**src/rtl/dmem_port_arbiter_if.sv**
```systemverilog
// Purpose: bundles the two-requester request/response handshake and the memory-side port of the dmem arbiter.
// Latency: none; wires only.
// Backpressure: valid/yumi on every channel; the receiver's yumi completes a transfer.
interface dmem_port_arbiter_if #(
  parameter int addr_width_p = 32,
  parameter int data_width_p = 32
);
  // requester side (bit 0 = core XM stage, bit 1 = net/debug loader)
  logic [1:0]                  rq_valid_i;
  logic [1:0]                  rq_wen_i;
  logic [1:0]                  rq_byte_i;
  logic [2*addr_width_p-1:0]   rq_addr_i;
  logic [2*data_width_p-1:0]   rq_wdata_i;
  logic [1:0]                  rq_yumi_o;
  logic [1:0]                  rs_valid_o;
  logic [data_width_p-1:0]     rs_rdata_o;
  logic [1:0]                  rs_yumi_i;
  // memory side
  logic                        m_valid_o;
  logic                        m_wen_o;
  logic                        m_byte_o;
  logic [addr_width_p-1:0]     m_addr_o;
  logic [data_width_p-1:0]     m_wdata_o;
  logic                        m_yumi_i;
  logic                        m_rvalid_i;
  logic [data_width_p-1:0]     m_rdata_i;
  logic                        m_ryumi_o;

  // arbiter view
  modport slave (
    input  rq_valid_i, rq_wen_i, rq_byte_i, rq_addr_i, rq_wdata_i, rs_yumi_i,
    input  m_yumi_i, m_rvalid_i, m_rdata_i,
    output rq_yumi_o, rs_valid_o, rs_rdata_o,
    output m_valid_o, m_wen_o, m_byte_o, m_addr_o, m_wdata_o, m_ryumi_o
  );

  // requesters + memory view
  modport master (
    output rq_valid_i, rq_wen_i, rq_byte_i, rq_addr_i, rq_wdata_i, rs_yumi_i,
    output m_yumi_i, m_rvalid_i, m_rdata_i,
    input  rq_yumi_o, rs_valid_o, rs_rdata_o,
    input  m_valid_o, m_wen_o, m_byte_o, m_addr_o, m_wdata_o, m_ryumi_o
  );
endinterface

```
**src/rtl/dmem_port_arbiter.sv**
```systemverilog
// Purpose: round-robin share of one data-memory port between core (0) and net loader (1), one transaction in flight.
// Latency: 1 cycle arbitration (IDLE) before the request reaches memory; one IDLE bubble between transactions.
// Backpressure: requester holds its request until rq_yumi_o; memory response held until m_ryumi_o; watchdog aborts stalls.
module dmem_port_arbiter #(
  parameter int addr_width_p = 32,
  parameter int data_width_p = 32,
  parameter int timeout_p    = 64
) (
  input  logic                 clk,
  input  logic                 reset,
  dmem_port_arbiter_if.slave   bus,
  output logic                 grant_o,
  output logic                 busy_o,
  output logic                 timeout_o
);

  localparam int wd_w_lp = (timeout_p > 2) ? $clog2(timeout_p) : 1;
  localparam logic [wd_w_lp-1:0] wd_max_lp = wd_w_lp'(timeout_p - 1);

  typedef enum logic [1:0] {IDLE, REQ, RESP} state_e;

  state_e               state_q, state_d;
  logic                 grant_q, grant_d;
  logic [wd_w_lp-1:0]   wd_cnt_q, wd_cnt_d;
  logic                 timeout_q, timeout_d;

  logic                 req_vld;
  logic                 accept;
  logic                 complete;
  logic                 wd_fire;
  logic [1:0]           rq_yumi;
  logic [1:0]           rs_valid;
  logic                 m_valid;
  logic                 m_ryumi;
  logic [data_width_p-1:0] rs_rdata;

  // Per-cycle handshake qualifiers; these depend only on inputs and state so the watchdog can see a same-cycle completion.
  always_comb begin
    req_vld  = bus.rq_valid_i[grant_q];
    accept   = (state_q == REQ) && req_vld && bus.m_yumi_i;
    complete = 1'b0;
    if (state_q == REQ) begin
      complete = accept && bus.m_rvalid_i && bus.rs_yumi_i[grant_q];
    end else if (state_q == RESP) begin
      complete = bus.m_rvalid_i && bus.rs_yumi_i[grant_q];
    end
    wd_fire = (state_q != IDLE) && (wd_cnt_q == wd_max_lp) && !complete;
  end

  // Next-state, grant, watchdog and handshake outputs.
  always_comb begin
    state_d   = state_q;
    grant_d   = grant_q;
    timeout_d = timeout_q | wd_fire;
    wd_cnt_d  = (state_q == IDLE) ? '0 : wd_cnt_q + 1'b1;
    rq_yumi   = 2'b00;
    rs_valid  = 2'b00;
    m_valid   = 1'b0;
    m_ryumi   = 1'b0;
    rs_rdata  = '0;

    unique case (state_q)
      IDLE: begin
        if (bus.rq_valid_i == 2'b11) begin
          grant_d = ~grant_q;
          state_d = REQ;
        end else if (bus.rq_valid_i != 2'b00) begin
          grant_d = bus.rq_valid_i[1];
          state_d = REQ;
        end
      end
      REQ: begin
        m_valid  = req_vld;
        rs_rdata = bus.m_rdata_i;
        if (wd_fire) begin
          state_d = IDLE;
        end else if (accept) begin
          rq_yumi[grant_q]  = 1'b1;
          rs_valid[grant_q] = bus.m_rvalid_i;
          m_ryumi           = complete;
          state_d           = complete ? IDLE : RESP;
        end else if (!req_vld) begin
          state_d = IDLE;
        end
      end
      RESP: begin
        rs_rdata = bus.m_rdata_i;
        if (wd_fire) begin
          state_d = IDLE;
        end else begin
          rs_valid[grant_q] = bus.m_rvalid_i;
          m_ryumi           = complete;
          if (complete) state_d = IDLE;
        end
      end
      default: state_d = IDLE;
    endcase
  end

  // Payload is a straight mux from the granted requester, presented only while requesting.
  always_comb begin
    bus.m_wen_o   = 1'b0;
    bus.m_byte_o  = 1'b0;
    bus.m_addr_o  = '0;
    bus.m_wdata_o = '0;
    if (state_q == REQ) begin
      bus.m_wen_o   = bus.rq_wen_i[grant_q];
      bus.m_byte_o  = bus.rq_byte_i[grant_q];
      bus.m_addr_o  = grant_q ? bus.rq_addr_i[addr_width_p +: addr_width_p]
                              : bus.rq_addr_i[0 +: addr_width_p];
      bus.m_wdata_o = grant_q ? bus.rq_wdata_i[data_width_p +: data_width_p]
                              : bus.rq_wdata_i[0 +: data_width_p];
    end
  end

  assign bus.rq_yumi_o  = rq_yumi;
  assign bus.rs_valid_o = rs_valid;
  assign bus.rs_rdata_o = rs_rdata;
  assign bus.m_valid_o  = m_valid;
  assign bus.m_ryumi_o  = m_ryumi;
  assign grant_o        = grant_q;
  assign busy_o         = (state_q != IDLE);
  assign timeout_o      = timeout_q;

  // State registers; grant resets to 1 so the core wins the first tie.
  always_ff @(posedge clk) begin
    if (!reset) begin
      state_q   <= IDLE;
      grant_q   <= 1'b1;
      wd_cnt_q  <= '0;
      timeout_q <= 1'b0;
    end else begin
      state_q   <= state_d;
      grant_q   <= grant_d;
      wd_cnt_q  <= wd_cnt_d;
      timeout_q <= timeout_d;
    end
  end

endmodule

```
**src/flat_wrapper.sv**
```systemverilog
// flat-port wrapper written by rule: the top's interface ports become plain ports
module dmem_port_arbiter_flat 
#(
  parameter int addr_width_p = 32,
  parameter int data_width_p = 32,
  parameter int timeout_p    = 64
)
  (clk, reset, grant_o, busy_o, timeout_o, bus_rq_valid_i, bus_rq_wen_i, bus_rq_byte_i, bus_rq_addr_i, bus_rq_wdata_i, bus_rs_yumi_i, bus_m_yumi_i, bus_m_rvalid_i, bus_m_rdata_i, bus_rq_yumi_o, bus_rs_valid_o, bus_rs_rdata_o, bus_m_valid_o, bus_m_wen_o, bus_m_byte_o, bus_m_addr_o, bus_m_wdata_o, bus_m_ryumi_o);
  dmem_port_arbiter_if #(.addr_width_p(addr_width_p), .data_width_p(data_width_p)) bus_i ();
  input  logic clk;
  input  logic reset;
  output logic grant_o;
  output logic busy_o;
  output logic timeout_o;
  input wire logic [$bits(bus_i.rq_valid_i)-1:0] bus_rq_valid_i;
  input wire logic [$bits(bus_i.rq_wen_i)-1:0] bus_rq_wen_i;
  input wire logic [$bits(bus_i.rq_byte_i)-1:0] bus_rq_byte_i;
  input wire logic [$bits(bus_i.rq_addr_i)-1:0] bus_rq_addr_i;
  input wire logic [$bits(bus_i.rq_wdata_i)-1:0] bus_rq_wdata_i;
  input wire logic [$bits(bus_i.rs_yumi_i)-1:0] bus_rs_yumi_i;
  input wire logic [$bits(bus_i.m_yumi_i)-1:0] bus_m_yumi_i;
  input wire logic [$bits(bus_i.m_rvalid_i)-1:0] bus_m_rvalid_i;
  input wire logic [$bits(bus_i.m_rdata_i)-1:0] bus_m_rdata_i;
  output wire logic [$bits(bus_i.rq_yumi_o)-1:0] bus_rq_yumi_o;
  output wire logic [$bits(bus_i.rs_valid_o)-1:0] bus_rs_valid_o;
  output wire logic [$bits(bus_i.rs_rdata_o)-1:0] bus_rs_rdata_o;
  output wire logic [$bits(bus_i.m_valid_o)-1:0] bus_m_valid_o;
  output wire logic [$bits(bus_i.m_wen_o)-1:0] bus_m_wen_o;
  output wire logic [$bits(bus_i.m_byte_o)-1:0] bus_m_byte_o;
  output wire logic [$bits(bus_i.m_addr_o)-1:0] bus_m_addr_o;
  output wire logic [$bits(bus_i.m_wdata_o)-1:0] bus_m_wdata_o;
  output wire logic [$bits(bus_i.m_ryumi_o)-1:0] bus_m_ryumi_o;
  assign bus_i.rq_valid_i = bus_rq_valid_i;
  assign bus_i.rq_wen_i = bus_rq_wen_i;
  assign bus_i.rq_byte_i = bus_rq_byte_i;
  assign bus_i.rq_addr_i = bus_rq_addr_i;
  assign bus_i.rq_wdata_i = bus_rq_wdata_i;
  assign bus_i.rs_yumi_i = bus_rs_yumi_i;
  assign bus_i.m_yumi_i = bus_m_yumi_i;
  assign bus_i.m_rvalid_i = bus_m_rvalid_i;
  assign bus_i.m_rdata_i = bus_m_rdata_i;
  assign bus_rq_yumi_o = bus_i.rq_yumi_o;
  assign bus_rs_valid_o = bus_i.rs_valid_o;
  assign bus_rs_rdata_o = bus_i.rs_rdata_o;
  assign bus_m_valid_o = bus_i.m_valid_o;
  assign bus_m_wen_o = bus_i.m_wen_o;
  assign bus_m_byte_o = bus_i.m_byte_o;
  assign bus_m_addr_o = bus_i.m_addr_o;
  assign bus_m_wdata_o = bus_i.m_wdata_o;
  assign bus_m_ryumi_o = bus_i.m_ryumi_o;
  dmem_port_arbiter #(.addr_width_p(addr_width_p), .data_width_p(data_width_p), .timeout_p(timeout_p)) u_core (.clk(clk), .reset(reset), .bus(bus_i), .grant_o(grant_o), .busy_o(busy_o), .timeout_o(timeout_o));
endmodule
```
**config.mk**
```make
export PLATFORM = sky130hd
export DESIGN_NAME = dmem_port_arbiter_flat
export DESIGN_NICKNAME = d
export VERILOG_FILES = /design/src/rtl/dmem_port_arbiter_if.sv /design/src/rtl/dmem_port_arbiter.sv /design/src/flat_wrapper.sv
export SDC_FILE = /design/constraint.sdc
export NUM_CORES = 1
export LEC_CHECK = 0
export ABC_AREA = 0
export CELL_PAD_IN_SITES_DETAIL_PLACEMENT = 0
export CELL_PAD_IN_SITES_GLOBAL_PLACEMENT = 2
export CORE_UTILIZATION = 10
export DETAILED_ROUTE_END_ITERATION = 10
export GPL_TIMING_DRIVEN = 0
export PLACE_DENSITY = 0.88
export SLEW_MARGIN = 30
export SYNTH_ARGS = -nofsm -noshare
export SYNTH_HDL_FRONTEND = slang
export SYNTH_SLANG_ARGS = --single-unit
```
**constraint.sdc**
```tcl
create_clock -name clk -period 1.7 [get_ports clk]
set_clock_uncertainty 0.05 [all_clocks]
set_input_delay 0.255 -clock clk [delete_from_list [all_inputs] [get_ports clk]]
set_output_delay 0.255 -clock clk [all_outputs]
set_load 0.01 [all_outputs]
```
**After elaboration in Yosys (flattened, before gate mapping)**

Cells that the tools add are included.

- Output and inout port bits: 107
- Bits in registers: 10

- $lt $le $gt $ge: 2
- Eq/ne operators: 7
- Reduce and logical (&&, ||, !) cells: 17
- $add $sub $neg: 1
- Multiplexer cells: 42
- Bitwise logic cells: 4

Operator list:

| kind | count |
|---|---|
| two-way mux 32 bit | 5 |
| two-way mux 2 bit | 14 |
| two-way mux 1 bit | 19 |
| logical AND 1 bit | 8 |
| adder 6 x 1 -> 6 bit, second input constant | 1 |
| == test 6 bit, second input constant | 1 |
| one-hot mux 2 bit (3 select lines) | 1 |
| nonzero test 2 bit | 3 |
| == test 2 bit, second input constant | 2 |
| inequality test 4 bit, second input constant | 1 |
| one-hot mux 2 bit (2 select lines) | 1 |
| OR reduction 2 bit | 2 |
| inequality test 3 x 1 -> 1 bit, second input constant | 1 |
| inequality test 3 bit, second input constant | 1 |
| AND reduction 3 bit | 1 |
| AND 2 bit | 1 |
| == test 2 x 1 -> 1 bit, second input constant | 1 |
| zero test 2 bit | 1 |
| < comparator 1 x 2 -> 1 bit, second input constant | 1 |
| inverter 1 bit | 2 |
| one-hot mux 1 bit (2 select lines) | 1 |
| AND reduction 2 bit | 1 |
| demux 1 bit (select 1 bit) | 1 |
| >= comparator 1 bit, second input constant | 1 |
| 2 further kinds | 2 |

**Logic depth before layout (Yosys ltp)**

- Depth after elaboration: 11
- Mapped depth: 7

**Worst setup path before layout**

Ideal clock, no wire load.

- Kind: flip-flop to output port
- Start: register u_core.grant_q, in the netlist u_core.grant_o
- End: output port bus_rs_valid_o[1]
- Cell stages (with the launch flop): 5
- Data required time: 1.395 ns
- Slack: -0.141 ns
- Data arrival time: 1.536 ns
- Cell sequence: dfxtp_1 > buf_4 > clkbuf_1 > inv_1 > nor4_1

- Cells in the longest elaborated chain, start to end: 11

RTL lines:

| what | RTL line | source |
|---|---|---|
| from (decl) | dmem_port_arbiter.sv:23 | `logic grant_q, grant_d;` |
| from (signal assigned) | dmem_port_arbiter.sv:134 | `grant_q <= grant_d;` |
| branches (longest 10 deep; another with < comparator 1 x 2 -> 1 bit) | -- |  |
| one-hot mux 2 bit (2 select lines) * | dmem_port_arbiter.sv:62 | `unique case (state_q)` |
| to (decl) | flat_wrapper.sv:25 | `output wire logic [$bits(bus_i.rs_valid_o)-1:0] bus_rs_valid_o;` |

Every way passes the cells marked *. The select of a mux whose other input is x is not followed.

**Worst setup path in the final report**

- Start: register u_core.grant_q, in the netlist u_core.grant_o
- End: output port bus_rs_valid_o[0]

The elaborated chain is that of the path after synthesis.

==> summary.txt <==
Pwr
  – Clock group share of total power: 11.1%
  – Worst vdd ir: roughly 570 uV
  – Part of the power in combinational logic: 81.1%
  – Sw Pwr: between 1 and 1.5 mW
  – PD cells: between 600 and 700 mW/mm^2
  – Sequential share of power: under 10%
  – LEAKAGE: approximately 2.8 nW
  – Power Internal: around 2.3 mW
  – Switching share of total power: between 30% and 40%

Clocking
  – Root buf cell: clkbuf_16
  – Skew-Pair Late Insertion Delay: between 0.2 and 0.25 ns
  – Reg clk slew, reported paths: roughly 0.040 ns
  – Cts hold-fix bufs: 0
  – CTS tree: built
  – Total CTS buffers: 3
  – Clk sinks: 10
  – H-tree levels: 1
  – Clock Tree Buf Depth: 2

Run status
  – Outcome: finished with violations
  – Failing checks: setup timing

STA
  – PnR worst setup slack: -0.191 ns
  – Finish-stage setup viols: 80
  – Slew Limit Fails: 0
  – RSZ-0062 raised after global routing: true
  – Slew HR: between 70 and 80%
  – Number of hold violations in the final report: 0
  – Setup Total Neg Slack: -7.56 ns
  – Actual slew at the worst max-slew pin: 0.345 ns
  – FMAX: approximately 530 MHz
  – Tmin final: approximately 1.9 ns
  – Final period util: 111%

GRT
  – Antenna violations before repair: 0
  – Vias in the first global route: between 3000 and 4000
  – First-pass GRT wire length: ~17000 um
  – M2 GR Usage: between 20% and 30%
  – Global routing usage on met3: under 10%
  – GRT Max-Usage Layer: met2
  – Met1 usage: a little over an eighth
  – Overflow after GRT: 0
  – Largest net degree at the start of global routing: 11
  – GRT Overall Usage: between 10% and 20%

Synth
  – Post-synthesis sequential area ratio: ~11%
  – Distinct cells, synth: 29
  – Largest area contributor in the synthesized netlist: mux2i_1
  – Commonest cells post-synth: nor2_1 (74), mux2i_1 (68), and2_1 (32), clkbuf_1 (15), dfxtp_1 (10)
  – Mean area per synthesized cell: 7.04 um^2
  – Async set-or-reset flop fraction in the synthesized netlist: 0%
  – Post-synth top area share: roughly two fifths
  – #FFs+latches synth: 10
  – Top FF cell, synth: dfxtp_1
  – Ys Warns: 0
  – Post-Syn Nets: about 430
  – Ranking of synthesized cells by area: mux2i_1 (39%), nor2_1 (16%), and2_1 (11%)
  – Synth Instances: 249
  – Post-Synthesis Cell Area: 0.00175 mm^2
  – Count leader, synth: nor2_1
  – Post-synth EDFFs: 0

Finish
  – Finished Core Util: between 30 and 40%
  – Ant. Diodes: 0
  – Final instance area: just under 0.006 mm^2
  – Layout cell share with drive strength beyond 1: a little under half
  – Synth-to-layout area growth: 234%
  – NumNets Final: 747

Routing
  – Avg Vias per Cell: between 3 and 4
  – Drt initial violations: 58
  – Drt wl/cell: about 15 um
  – Drt pass-1 iters: 4
  – DRC violations left: 0
  – ANT nets after route: 0
  – Via count: 3000
  – Final wirelength: about 12000 um

Hold path
  – HP Class: reg -> reg

Flow run
  – Max-cap violations: 0

Die
  – Boundary Pins: between 200 and 300
  – Site row count: 48
  – Die Y: approximately 130 um
  – Core Area: 0.0172 mm^2
  – Initial core utilization: about a tenth
  – Die width: 134 um
  – Die ar.: 0.0181 mm^2

Placed design
  – Placed Area: about 0.0048 mm^2
  – PortBufs: around 280
  – Gpl congestion: between 0.8 and 0.9
  – Post-detail-place hpwl: 8680 um

Setup path
  – CP required: 1.39 ns
  – WP data arrival: around 1.6 ns
  – WS Path Type: reg -> out
  – Crit start category: register
  – Worst-path maximum fanout: 5
  – CP Capture Type: primary output
critical path, cell delays in order (launching register included):
cell and delay [ns]:
dfxtp_4 0.40, mux2_4 0.33, a31oi_2 0.23, o21a_4 0.19, nor4_4 0.04, buf_4 0.16
layout make-up:
| type | instances | area [um^2] |
|---|---|---|
| flip-flops and latches | 10 | 214 |
| inverters | 6 | 30.0 |
| plain buffers | 15 | 313 |
| well taps | 225 | 282 |
| fillers | 1726 | 11400 |
| clock buffers | 3 | 75.1 |
| repair buffers | 319 | 3000 |
| multi-input cells | 215 | 1950 |
repair_timing:
action / 4_1_cts / 5_1_grt
buffers inserted: 28 / 7
hold endpoints to repair: 0 / 0
pin swaps: 27 / 18
gates cloned: 4 / 3
endpoints found under the setup margin: 107 / 106
gates resized for setup: 432 / 253
kinds of logic after synthesis:
logic type | Yosys count | share of synthesized area [%]
adder cells (fa/ha/maj) | 5 | 3.57
multiplexers | 70 | 40.3
XOR/XNOR | 4 | 2.00
flip-flops | 10 | 11.4
buffers and inverters | 24 | 5.35
AND/OR/NAND/NOR | 126 | 33.4
AO/OA/AOI/OAI | 10 | 3.93
routing by layer:
| metal | wire length (um) | part of all wire, % |
|---|---|---|
| met2 | 6180 | 54 |
| met4 | 214 | 1.9 |
| met3 | 720 | 6.2 |
| met5 | 0 | 0 |
| met1 | 4410 | 38 |
metrics by stage:
stage / setup WS [ns] / instances / hold slack [ns] / power (mW)
floorplan: -0.0383 / 249 / 0.281 / 1.11
global placement: -1.04 / 752 / 0.375 / 2.35
detailed placement: -1.04 / 752 / 0.402 / 2.36
CTS: -0.338 / 786 / 0.407 / 3.35
global route: -0.266 / 793 / 0.420 / 3.82
finish: -0.191 / 793 / 0.400 / 3.61
layout by cell type, fill, tap and decap left out, drive strengths merged, types with 2 or more instances in the layout:
master,count
a211oi,2
a21oi,2
and2,33
and3,2
buf,136
clkbuf,26
clkdlybuf4s50,170
dfxtp,10
dlygate4sd2,5
ha,5
inv,6
mux2,2
mux2i,68
nand2,9
nand3,2
nor2,74
nor4,2
o21a,2
xnor2,2
xor2,2
sequential cells by signal, summed over array words and instances (netlist names):
register,count
u_core.state_q,2
u_core.timeout_o,1
u_core.wd_cnt_q,6
u_core.grant_o,1
power groups by stage:
stage               sequential (mW)  combinational, mW  clock (mW)
finish                        0.280               2.92       0.402
global route                  0.281               3.11       0.426
CTS                           0.275               2.66       0.411
detailed placement            0.264               2.10           0
global placement              0.264               2.08           0
floorplan                     0.264              0.846           0
worst paths after layout:
check,from,endpoint,slack [ns],cells after the start
setup / recovery,u_core.grant_o,bus_rs_valid_o[0],-0.19,5
hold / removal,u_core.wd_cnt_q[0],u_core.wd_cnt_q[0],0.40,1
setup reg to reg,u_core.state_q[1],u_core.state_q[1],0.01,6
hold reg to reg,u_core.wd_cnt_q[0],u_core.wd_cnt_q[0],0.40,1
No activity file was read; power rests on OpenSTA's default activity.
